$ cat src/rtl/instr_pkg.sv
// Shared instruction constants for the encoder, the CPU decoder and ALU control.
// Also holds the loader state encoding and small word-packing helpers.
package instr_pkg;

   localparam logic [3:0] KIND_ADD  = 4'd0;
   localparam logic [3:0] KIND_SUB  = 4'd1;
   localparam logic [3:0] KIND_AND  = 4'd2;
   localparam logic [3:0] KIND_OR   = 4'd3;
   localparam logic [3:0] KIND_SLT  = 4'd4;
   localparam logic [3:0] KIND_ADDI = 4'd5;
   localparam logic [3:0] KIND_SLTI = 4'd6;
   localparam logic [3:0] KIND_BEQ  = 4'd7;

   localparam logic [5:0] OP_RTYPE = 6'd0;
   localparam logic [5:0] OP_ADDI  = 6'd8;
   localparam logic [5:0] OP_SLTI  = 6'd10;
   localparam logic [5:0] OP_BEQ   = 6'd4;

   localparam logic [5:0] FUNCT_ADD = 6'h20;
   localparam logic [5:0] FUNCT_SUB = 6'h22;
   localparam logic [5:0] FUNCT_AND = 6'h24;
   localparam logic [5:0] FUNCT_OR  = 6'h25;
   localparam logic [5:0] FUNCT_SLT = 6'h2A;

   typedef enum logic [1:0] {
      ST_LOAD = 2'd0,
      ST_FULL = 2'd1,
      ST_DONE = 2'd2
   } enc_state_t;

   function automatic logic [31:0] pack_r(input logic [4:0] rs, input logic [4:0] rt,
                                          input logic [4:0] rd, input logic [5:0] funct);
      return {OP_RTYPE, rs, rt, rd, 5'd0, funct};
   endfunction

   function automatic logic [31:0] pack_i(input logic [5:0] op, input logic [4:0] rs,
                                          input logic [4:0] rt, input logic [15:0] imm);
      return {op, rs, rt, imm};
   endfunction

endpackage

$ cat src/rtl/instr_encoder_if.sv
// Request and instruction-memory write channels of the encoder.
// Both channels transfer on a rising edge where valid and ready are both 1; valid never waits on ready.
interface instr_encoder_if #(
   parameter int ADDR_W = 32
);
   logic              req_valid_i;
   logic              req_ready_o;
   logic [3:0]        kind_i;
   logic [4:0]        rs_i;
   logic [4:0]        rt_i;
   logic [4:0]        rd_i;
   logic [15:0]       imm_i;
   logic              im_valid_o;
   logic              im_ready_i;
   logic [ADDR_W-1:0] im_addr_o;
   logic [31:0]       im_data_o;

   modport master (
      output req_valid_i, kind_i, rs_i, rt_i, rd_i, imm_i, im_ready_i,
      input  req_ready_o, im_valid_o, im_addr_o, im_data_o
   );

   modport slave (
      input  req_valid_i, kind_i, rs_i, rt_i, rd_i, imm_i, im_ready_i,
      output req_ready_o, im_valid_o, im_addr_o, im_data_o
   );
endinterface

$ cat src/rtl/instr_field_pack.sv
// Combinational packer: symbolic instruction kind plus fields to a 32-bit MIPS word.
// Kinds 8-15 give legal=0 and a zero word.
module instr_field_pack
   import instr_pkg::*;
(
   input  logic [3:0]  kind,
   input  logic [4:0]  rs,
   input  logic [4:0]  rt,
   input  logic [4:0]  rd,
   input  logic [15:0] imm,
   output logic [31:0] word,
   output logic        legal
);

   always_comb begin
      word  = 32'd0;
      legal = 1'b1;
      case (kind)
         KIND_ADD:  word = pack_r(rs, rt, rd, FUNCT_ADD);
         KIND_SUB:  word = pack_r(rs, rt, rd, FUNCT_SUB);
         KIND_AND:  word = pack_r(rs, rt, rd, FUNCT_AND);
         KIND_OR:   word = pack_r(rs, rt, rd, FUNCT_OR);
         KIND_SLT:  word = pack_r(rs, rt, rd, FUNCT_SLT);
         KIND_ADDI: word = pack_i(OP_ADDI, rs, rt, imm);
         KIND_SLTI: word = pack_i(OP_SLTI, rs, rt, imm);
         KIND_BEQ:  word = pack_i(OP_BEQ, rs, rt, imm);
         default:   legal = 1'b0;
      endcase
   end

endmodule

$ cat src/rtl/instr_encoder.sv
// Program loader: encodes requests and writes them to sequential instruction-memory
// addresses through a one-entry output register; stops after DEPTH_WORDS words.
module instr_encoder
   import instr_pkg::*;
#(
   parameter int ADDR_W      = 32,
   parameter int BASE_ADDR   = 0,
   parameter int DEPTH_WORDS = 32,
   localparam int CNT_W      = $clog2(DEPTH_WORDS + 1)
) (
   input  logic              clk_i,
   input  logic              rst_i,
   instr_encoder_if.slave    bus,
   input  logic              clear_i,
   output logic [CNT_W-1:0]  count_o,
   output logic              full_o,
   output logic              done_o,
   output logic              err_o,
   output enc_state_t        state_o
);

   localparam logic [ADDR_W-1:0] BASE = ADDR_W'(BASE_ADDR);
   localparam logic [ADDR_W-1:0] LAST = ADDR_W'(BASE_ADDR + 4 * (DEPTH_WORDS - 1));

   enc_state_t        state, state_nx;
   logic              im_valid;
   logic [ADDR_W-1:0] im_addr;
   logic [31:0]       im_data;
   logic [ADDR_W-1:0] issue_ptr;
   logic [CNT_W-1:0]  count;
   logic              err;
   logic              req_ready;
   logic [31:0]       word;
   logic              legal;
   logic              accept, legal_accept, drain, last_slot;

   instr_field_pack u_pack (
      .kind  (bus.kind_i),
      .rs    (bus.rs_i),
      .rt    (bus.rt_i),
      .rd    (bus.rd_i),
      .imm   (bus.imm_i),
      .word  (word),
      .legal (legal)
   );

   assign accept       = bus.req_valid_i & req_ready;
   assign legal_accept = accept & legal;
   assign drain        = im_valid & bus.im_ready_i;
   assign last_slot    = (issue_ptr == LAST);

   always_ff @(posedge clk_i) begin
      if (!rst_i) state <= ST_LOAD;
      else        state <= state_nx;
   end

   always_comb begin
      state_nx = state;
      if (clear_i) begin
         state_nx = ST_LOAD;
      end else begin
         case (state)
            ST_LOAD: if (legal_accept && last_slot) state_nx = ST_FULL;
            ST_FULL: if (!im_valid || bus.im_ready_i) state_nx = ST_DONE;
            ST_DONE: state_nx = ST_DONE;
            default: state_nx = ST_LOAD;
         endcase
      end
   end

   always_comb begin
      req_ready = (state == ST_LOAD) && (!im_valid || bus.im_ready_i) && !clear_i;
      full_o    = (state != ST_LOAD);
      done_o    = (state == ST_DONE);
   end

   // Clear drops the pending word but leaves the last address/data visible.
   always_ff @(posedge clk_i) begin
      if (!rst_i) begin
         im_valid  <= 1'b0;
         im_addr   <= BASE;
         im_data   <= 32'd0;
         issue_ptr <= BASE;
         count     <= '0;
         err       <= 1'b0;
      end else if (clear_i) begin
         im_valid  <= 1'b0;
         issue_ptr <= BASE;
         count     <= '0;
         err       <= 1'b0;
      end else begin
         if (legal_accept) begin
            im_valid <= 1'b1;
            im_addr  <= issue_ptr;
            im_data  <= word;
            if (!last_slot) issue_ptr <= issue_ptr + ADDR_W'(4);
         end else if (drain) begin
            im_valid <= 1'b0;
         end
         if (drain) count <= count + CNT_W'(1);
         if (accept && !legal) err <= 1'b1;
      end
   end

   assign bus.req_ready_o = req_ready;
   assign bus.im_valid_o  = im_valid;
   assign bus.im_addr_o   = im_addr;
   assign bus.im_data_o   = im_data;
   assign count_o         = count;
   assign err_o           = err;
   assign state_o         = state;

endmodule

$ cat src/flat_wrapper.sv
// flat-port wrapper written by rule: the top's interface ports become plain ports
module instr_encoder_flat import instr_pkg::*;
#(
   parameter int ADDR_W      = 32,
   parameter int BASE_ADDR   = 0,
   parameter int DEPTH_WORDS = 32,
   localparam int CNT_W      = $clog2(DEPTH_WORDS + 1)
)
  (clk_i, rst_i, clear_i, count_o, full_o, done_o, err_o, state_o, bus_req_valid_i, bus_kind_i, bus_rs_i, bus_rt_i, bus_rd_i, bus_imm_i, bus_im_ready_i, bus_req_ready_o, bus_im_valid_o, bus_im_addr_o, bus_im_data_o);
  instr_encoder_if #(.ADDR_W(ADDR_W)) bus_i ();
  input  logic clk_i;
  input  logic rst_i;
  input  logic clear_i;
  output logic [CNT_W-1:0] count_o;
  output logic full_o;
  output logic done_o;
  output logic err_o;
  output enc_state_t state_o;
  input wire logic [$bits(bus_i.req_valid_i)-1:0] bus_req_valid_i;
  input wire logic [$bits(bus_i.kind_i)-1:0] bus_kind_i;
  input wire logic [$bits(bus_i.rs_i)-1:0] bus_rs_i;
  input wire logic [$bits(bus_i.rt_i)-1:0] bus_rt_i;
  input wire logic [$bits(bus_i.rd_i)-1:0] bus_rd_i;
  input wire logic [$bits(bus_i.imm_i)-1:0] bus_imm_i;
  input wire logic [$bits(bus_i.im_ready_i)-1:0] bus_im_ready_i;
  output wire logic [$bits(bus_i.req_ready_o)-1:0] bus_req_ready_o;
  output wire logic [$bits(bus_i.im_valid_o)-1:0] bus_im_valid_o;
  output wire logic [$bits(bus_i.im_addr_o)-1:0] bus_im_addr_o;
  output wire logic [$bits(bus_i.im_data_o)-1:0] bus_im_data_o;
  assign bus_i.req_valid_i = bus_req_valid_i;
  assign bus_i.kind_i = bus_kind_i;
  assign bus_i.rs_i = bus_rs_i;
  assign bus_i.rt_i = bus_rt_i;
  assign bus_i.rd_i = bus_rd_i;
  assign bus_i.imm_i = bus_imm_i;
  assign bus_i.im_ready_i = bus_im_ready_i;
  assign bus_req_ready_o = bus_i.req_ready_o;
  assign bus_im_valid_o = bus_i.im_valid_o;
  assign bus_im_addr_o = bus_i.im_addr_o;
  assign bus_im_data_o = bus_i.im_data_o;
  instr_encoder #(.ADDR_W(ADDR_W), .BASE_ADDR(BASE_ADDR), .DEPTH_WORDS(DEPTH_WORDS)) u_core (.clk_i(clk_i), .rst_i(rst_i), .bus(bus_i), .clear_i(clear_i), .count_o(count_o), .full_o(full_o), .done_o(done_o), .err_o(err_o), .state_o(state_o));
endmodule
$ cat config.mk
export PLATFORM = sky130hd
export DESIGN_NAME = instr_encoder_flat
export DESIGN_NICKNAME = d
export VERILOG_FILES = /design/src/rtl/instr_pkg.sv /design/src/rtl/instr_encoder_if.sv /design/src/rtl/instr_field_pack.sv /design/src/rtl/instr_encoder.sv /design/src/flat_wrapper.sv
export SDC_FILE = /design/constraint.sdc
export NUM_CORES = 1
export LEC_CHECK = 0
export CAP_MARGIN = 20
export CORE_MARGIN = 5
export CORE_UTILIZATION = 40
export CTS_CLUSTER_SIZE = 28
export DETAILED_ROUTE_END_ITERATION = 6
export GPL_TIMING_DRIVEN = 0
export PLACE_DENSITY = 0.68
export SLEW_MARGIN = 20
export SYNTH_ARGS = -nofsm -noshare
export SYNTH_HDL_FRONTEND = slang
export SYNTH_SLANG_ARGS = --single-unit
$ cat constraint.sdc
create_clock -name clk_i -period 3 [get_ports clk_i]
set_clock_uncertainty 0.1 [all_clocks]
set_input_delay 0.45 -clock clk_i [delete_from_list [all_inputs] [get_ports clk_i]]
set_output_delay 0.45 -clock clk_i [all_outputs]
set_load 0.01 [all_outputs]
; ---- Word level (Yosys, flattened, before mapping)
; Index checks and enable logic that the tools add are counted.
[totals]
ff_bits = 106
inputBits = 40
output_inout_bits = 77
word_cells = 51
[op_classes]
add_sub_neg = 2
eq_ne = 12
n_mux = 7
bitwise_logic = 6
n_reduce_logical = 17
[ops]
columns = op, count
row1 = case mux 30 bit (8 select lines), 1
row2 = "adder 32 x 3 -> 32 bit, second input constant", 1
row3 = "equality test 32 x 7 -> 1 bit, second input constant", 1
row4 = "equality test 4 x 3 -> 1 bit, second input constant", 4
row5 = "equality test 4 x 2 -> 1 bit, second input constant", 2
row6 = OR reduction 8 bit, 1
row7 = "adder 6 x 1 -> 6 bit, second input constant", 1
row8 = case mux 2 bit (3 select lines), 1
row9 = AND reduction 2 bit, 3
row10 = "equality test 4 x 1 -> 1 bit, second input constant", 1
row11 = logical AND 1 bit, 4
row12 = zero test 4 bit, 1
row13 = 2-to-1 mux 2 bit, 2
row14 = "inequality test 2 x 1 -> 1 bit, second input constant", 2
row15 = nonzero test 2 bit, 2
row16 = AND 1 bit, 3
row17 = zero test 1 bit, 3
row18 = 2-to-1 mux 1 bit, 3
row19 = inverter 1 bit, 3
row20 = "equality test 2 x 1 -> 1 bit, second input constant", 1
row21 = "equality test 2 bit, second input constant", 1
row22 = zero test 2 bit, 1
row23 = OR reduction 2 bit, 1
row24 = logical OR 1 bit, 1

; ---- Longest topological paths before layout
[logic_depth]
ltp_word = 9
mapped_depth = 9

; ---- By module
; From an unflattened synthesis, not the netlist that was laid out.
[hier_totals]
cells_unflattened = 580
area_unflattened_um2 = 4818.4
[modules_own_cells]
columns = module, instances, cells_per_inst, area_each_um2, seq_area_each_um2
row1 = instr_encoder, 1, 515, 4365.4, 2042.0
row2 = instr_field_pack, 1, 65, 452.9, 0.0

; ---- Worst setup path after synthesis
; OpenSTA, ideal clock, no wires.
[synth_path]
kind = register -> register
startpoint = reg u_core.state[0] (netlist: u_core.state_o[0])
endpoint = reg u_core.issue_ptr[31]
arrival_time_ns = 1.959
required_ns = 2.829
slack_ns = 0.871
path_stages_with_launch = 8
period_less_slack_ns = 2.129
path_cell_list = dfxtp_1 -> inv_1 -> ha_1 -> and2b_1 -> nand4_2 -> or4_4 -> or3_1 -> a21oi_1
[synth_between]
elab_chain_cells = 6
[synth_lines]
columns = item, line
row1 = "start, declared", instr_encoder.sv:25  ; enc_state_t state, state_nx;
row2 = "start signal, assigned", instr_encoder.sv:54  ; else state <= state_nx;
row3 = zero test 2 bit, instr_encoder.sv:72  ; req_ready = (state == ST_LOAD) && (!im_valid || bus.im_ready_i) && !clear_i;
row4 = logical AND 1 bit (2 in a row), instr_encoder.sv:72
row5 = AND 1 bit, instr_encoder.sv:47  ; assign accept = bus.req_valid_i & req_ready;
row6 = AND 1 bit, instr_encoder.sv:48  ; assign legal_accept = accept & legal;
row7 = AND reduction 2 bit (no source line), --
row8 = "end signal, assigned", instr_encoder.sv:96  ; if (!last_slot) issue_ptr <= issue_ptr + ADDR_W'(4);
row9 = "end, declared", instr_encoder.sv:29  ; logic [ADDR_W-1:0] issue_ptr;
; No other way between the ends.
; A chain may end at the register's enable or synchronous reset.

; ---- Worst setup path in the final report
[layout_path]
startpoint = reg u_core.state[0] (netlist: u_core.state_o[0])
endpoint = out bus_req_ready_o
[layout_between]
elab_chain_cells = 3
[layout_lines]
columns = item, line
row1 = zero test 2 bit, instr_encoder.sv:72
row2 = logical AND 1 bit (2 in a row), instr_encoder.sv:72
row3 = "end, declared", flat_wrapper.sv:26  ; output wire logic [$bits(bus_i.req_ready_o)-1:0] bus_req_ready_o;
; No other way between the ends.

==> impl_metrics.toml <==
[timing]
fmax_mhz = 379
setup_tns_ns = 0
slew_violations = 0
period_share_pct = 87.9
worst_pin_slew_ns = 0.597
final_hold_viol_count = 0
setup_viol = 0
rsz0062_at_grt = "false"
period_needed_ns = 2.64
max_slew_margin_pct = 60.1

[die]
fp.dieArea_sq_mm = 0.0132
dieWidth_um = 115
rows = 38
io_pins = 117
coreArea_sq_mm = 0.0108
start_util_pct = 40.8
die_h_um = 115

[grt]
grt_max_degree = 17
use_met2_pct = 30.3
grt_pass1_wl_um = 19200
grtUsageMet3_pct = 6.42
grt_pass1_vias = 3992
overflow = 0
top_usage_layer = "met2"
grt_use_met1_pct = 21.5
grtUsageTotal_pct = 18.0
antenna_found_initial = 0

[final_layout]
final.fill_count = 1042
drive_above_1_share_pct = 5.41
diodes = 0
final_core_util_pct = 55.0
nNetsFinal = 688
syn_to_final_growth_pct = 34.8

[routing]
post-route-drc-count = 0
drt_iter0_markers = 169
first_pass_iters = 4
dr_total_vias = 4020
antenna_left = 0
viasPerCell = 5.11
wl_per_cell_um = 14.9
wl_um = 11700

[clock_network]
insertion_delay_ns = 0.37
clk_pin_slew_worst_paths_ns = 0.09
cts-root-buf = "clkbuf_8"
cts_tree = "built"
htree_levels = 3
cts_made_buffers = 9
clockBufferDepth = 2
hold_buffers = 0
cts_resized = 0
cts_sinks = 99
postCtsSetupRepairBufs = 0

[critical_path]
r2r_slack_ns = 0.49
startpoint_type = "flop"
worstReg2RegStart = "u_core.state_o[0]"
end_kind = "output pin"
r2r-end = "u_core.bus.im_data_o[5]"
cp.arrival_ns = 2.09
cp.required_ns = 2.45
crit_end = "bus_req_ready_o"
cp_max_fo = 4
startpoint = "u_core.state_o[0]"
reg2reg_depth = 9
worstSetupPathType = "reg -> out"

[yosys]
postSynthAreaPerCell_sq_um = 8.50
synth.area.top_cells = "dfxtp_1 45%, nand2_1 9.2%, a21boi_0 8.7%"
yosys.area.top_type_share_pct = 45.0
synth_most_common_cell = "nand2_1"
synth_commonest_cells = "108 x nand2_1, 99 x dfxtp_1, 51 x a21boi_0"
ys_types = 51
synth-edff-count = 0
synthFlopType = "dfxtp_1"
yosys_warnings = 0
async_flop_share_pct = 0
yosysSeqAreaShare_pct = 45.0
yosysTopAreaCell = "dfxtp_1"
netlist_instances = 518
ys_seq_elements = 99
synthesis.area_sq_mm = 0.00440

[place]
gp_congestion = 0.812
dp_hpwl_um = 8970
numPortBuffers = 109

[status]
status = "completed"

[power]
leakagePower_nw = 2.07
vdd_ir_drop_max_uv = 316
powerDensity_mw_per_mm2 = 435

[flow_run]
drv_cap = 0

[hold_path]
hp-class = "reg -> reg"
## where the power goes
part | switching [mW] | total (mW) | internal [mW]
logic | 0.0983 | 0.201 | 0.103
clock network | 0.474 | 1.05 | 0.576
registers | 0.00723 | 1.33 | 1.33
total | 0.579 | 2.58 | 2.01
## worst min-delay path by stage
stage / depth (start not counted) / from / endpoint / slack (ns)
global placement: 2 / u_core.bus.im_data_o[28] / u_core.bus.im_data_o[28] / 0.35
floorplan: 2 / u_core.issue_ptr[31] / u_core.bus.im_addr_o[31] / 0.36
CTS: 3 / bus_kind_i[1] / u_core.bus.im_data_o[27] / 0.36
detailed placement: 2 / u_core.bus.im_addr_o[11] / u_core.bus.im_addr_o[11] / 0.36
global route: 2 / u_core.bus.im_data_o[10] / u_core.bus.im_data_o[10] / 0.39
finish: 2 / u_core.bus.im_addr_o[11] / u_core.bus.im_addr_o[11] / 0.37
## per-layer routing
metal,wire length (um),vias up
met5,0,-
met4,210,0
met3,971,16
met2,5600,115
met1,4920,1875
li1,-,2014
## placed cells by master (no fill, tap or decap), drive strengths merged, types with 4 or more instances in the layout
| master | synthesis | routed |
|---|---|---|
| and2 | 4 | 4 |
| dfxtp | 99 | 99 |
| and3 | 10 | 10 |
| nor2 | 32 | 32 |
| nand2 | 108 | 108 |
| clkbuf | 28 | 38 |
| nor4 | 10 | 10 |
| xnor2 | 7 | 7 |
| buf | 15 | 15 |
| conb | 1 | 5 |
| and4 | 5 | 5 |
| nand3 | 17 | 17 |
| nand2b | 4 | 4 |
| o311ai | 5 | 5 |
| ha | 6 | 6 |
| o211a | 6 | 6 |
| o2111ai | 7 | 7 |
| o21ai | 8 | 8 |
| mux2i | 4 | 4 |
| a21oi | 15 | 15 |
| o211ai | 7 | 7 |
| inv | 11 | 11 |
| xor2 | 18 | 18 |
| a21boi | 51 | 51 |
| nor2b | 5 | 5 |
| clkdlybuf4s50 | 0 | 109 |
| nand4 | 10 | 10 |
## worst max-delay path, stage by stage (launching register included)
cell,delay [ns]
dfxtp_1,0.35
inv_1,0.11
ha_1,0.27
inv_1,0.09
nor3_1,0.30
clkdlybuf4s50_1,0.60
## cells by family (layout without fill, tap and decap cells)
group	after synthesis	in the layout	synth area share (%)
buffers and inverters	54	179	5.17
muxes	5	5	1.16
other	1	5	0.0851
and+or+nand+nor	219	219	23.9
xor gates and xnor gates	25	25	4.97
adders and majority gates	6	6	1.70
DFF	99	99	45.0
AOI/OAI and AO/OA	109	109	18.0
## state kept, by name (all words and copies together), names as in the netlist
name,flops
u_core.err_o,1
u_core.bus.im_valid_o,1
u_core.issue_ptr,30
u_core.count_o,6
u_core.bus.im_data_o,29
u_core.state_o,2
u_core.bus.im_addr_o,30
## cell type report
cell class	count	area, sq um	area share, %
multi-input cells	369	2210	37.2
flip-flops and latches	99	1980	33.4
repair buffers	109	1090	18.4
plain buffers	43	186	3.14
well taps	140	175	2.95
clock buffers	10	138	2.32
clock inverters	6	113	1.90
inverters	11	41.3	0.696
## metrics by stage
stage,std cells,power (mW),setup WS (ns),hold slack [ns],cell area [sq um]
2_1_floorplan,522,1.46,0.871,0.359,4420
3_3_place_gp,771,1.56,0.141,0.352,5690
3_5_place_dp,771,1.57,0.111,0.357,5690
4_1_cts,787,2.60,0.328,0.363,5940
5_1_grt,787,2.68,0.226,0.394,5940
6_report,787,2.58,0.362,0.367,5940
Note: power is estimated with default switching activity, not from simulation.
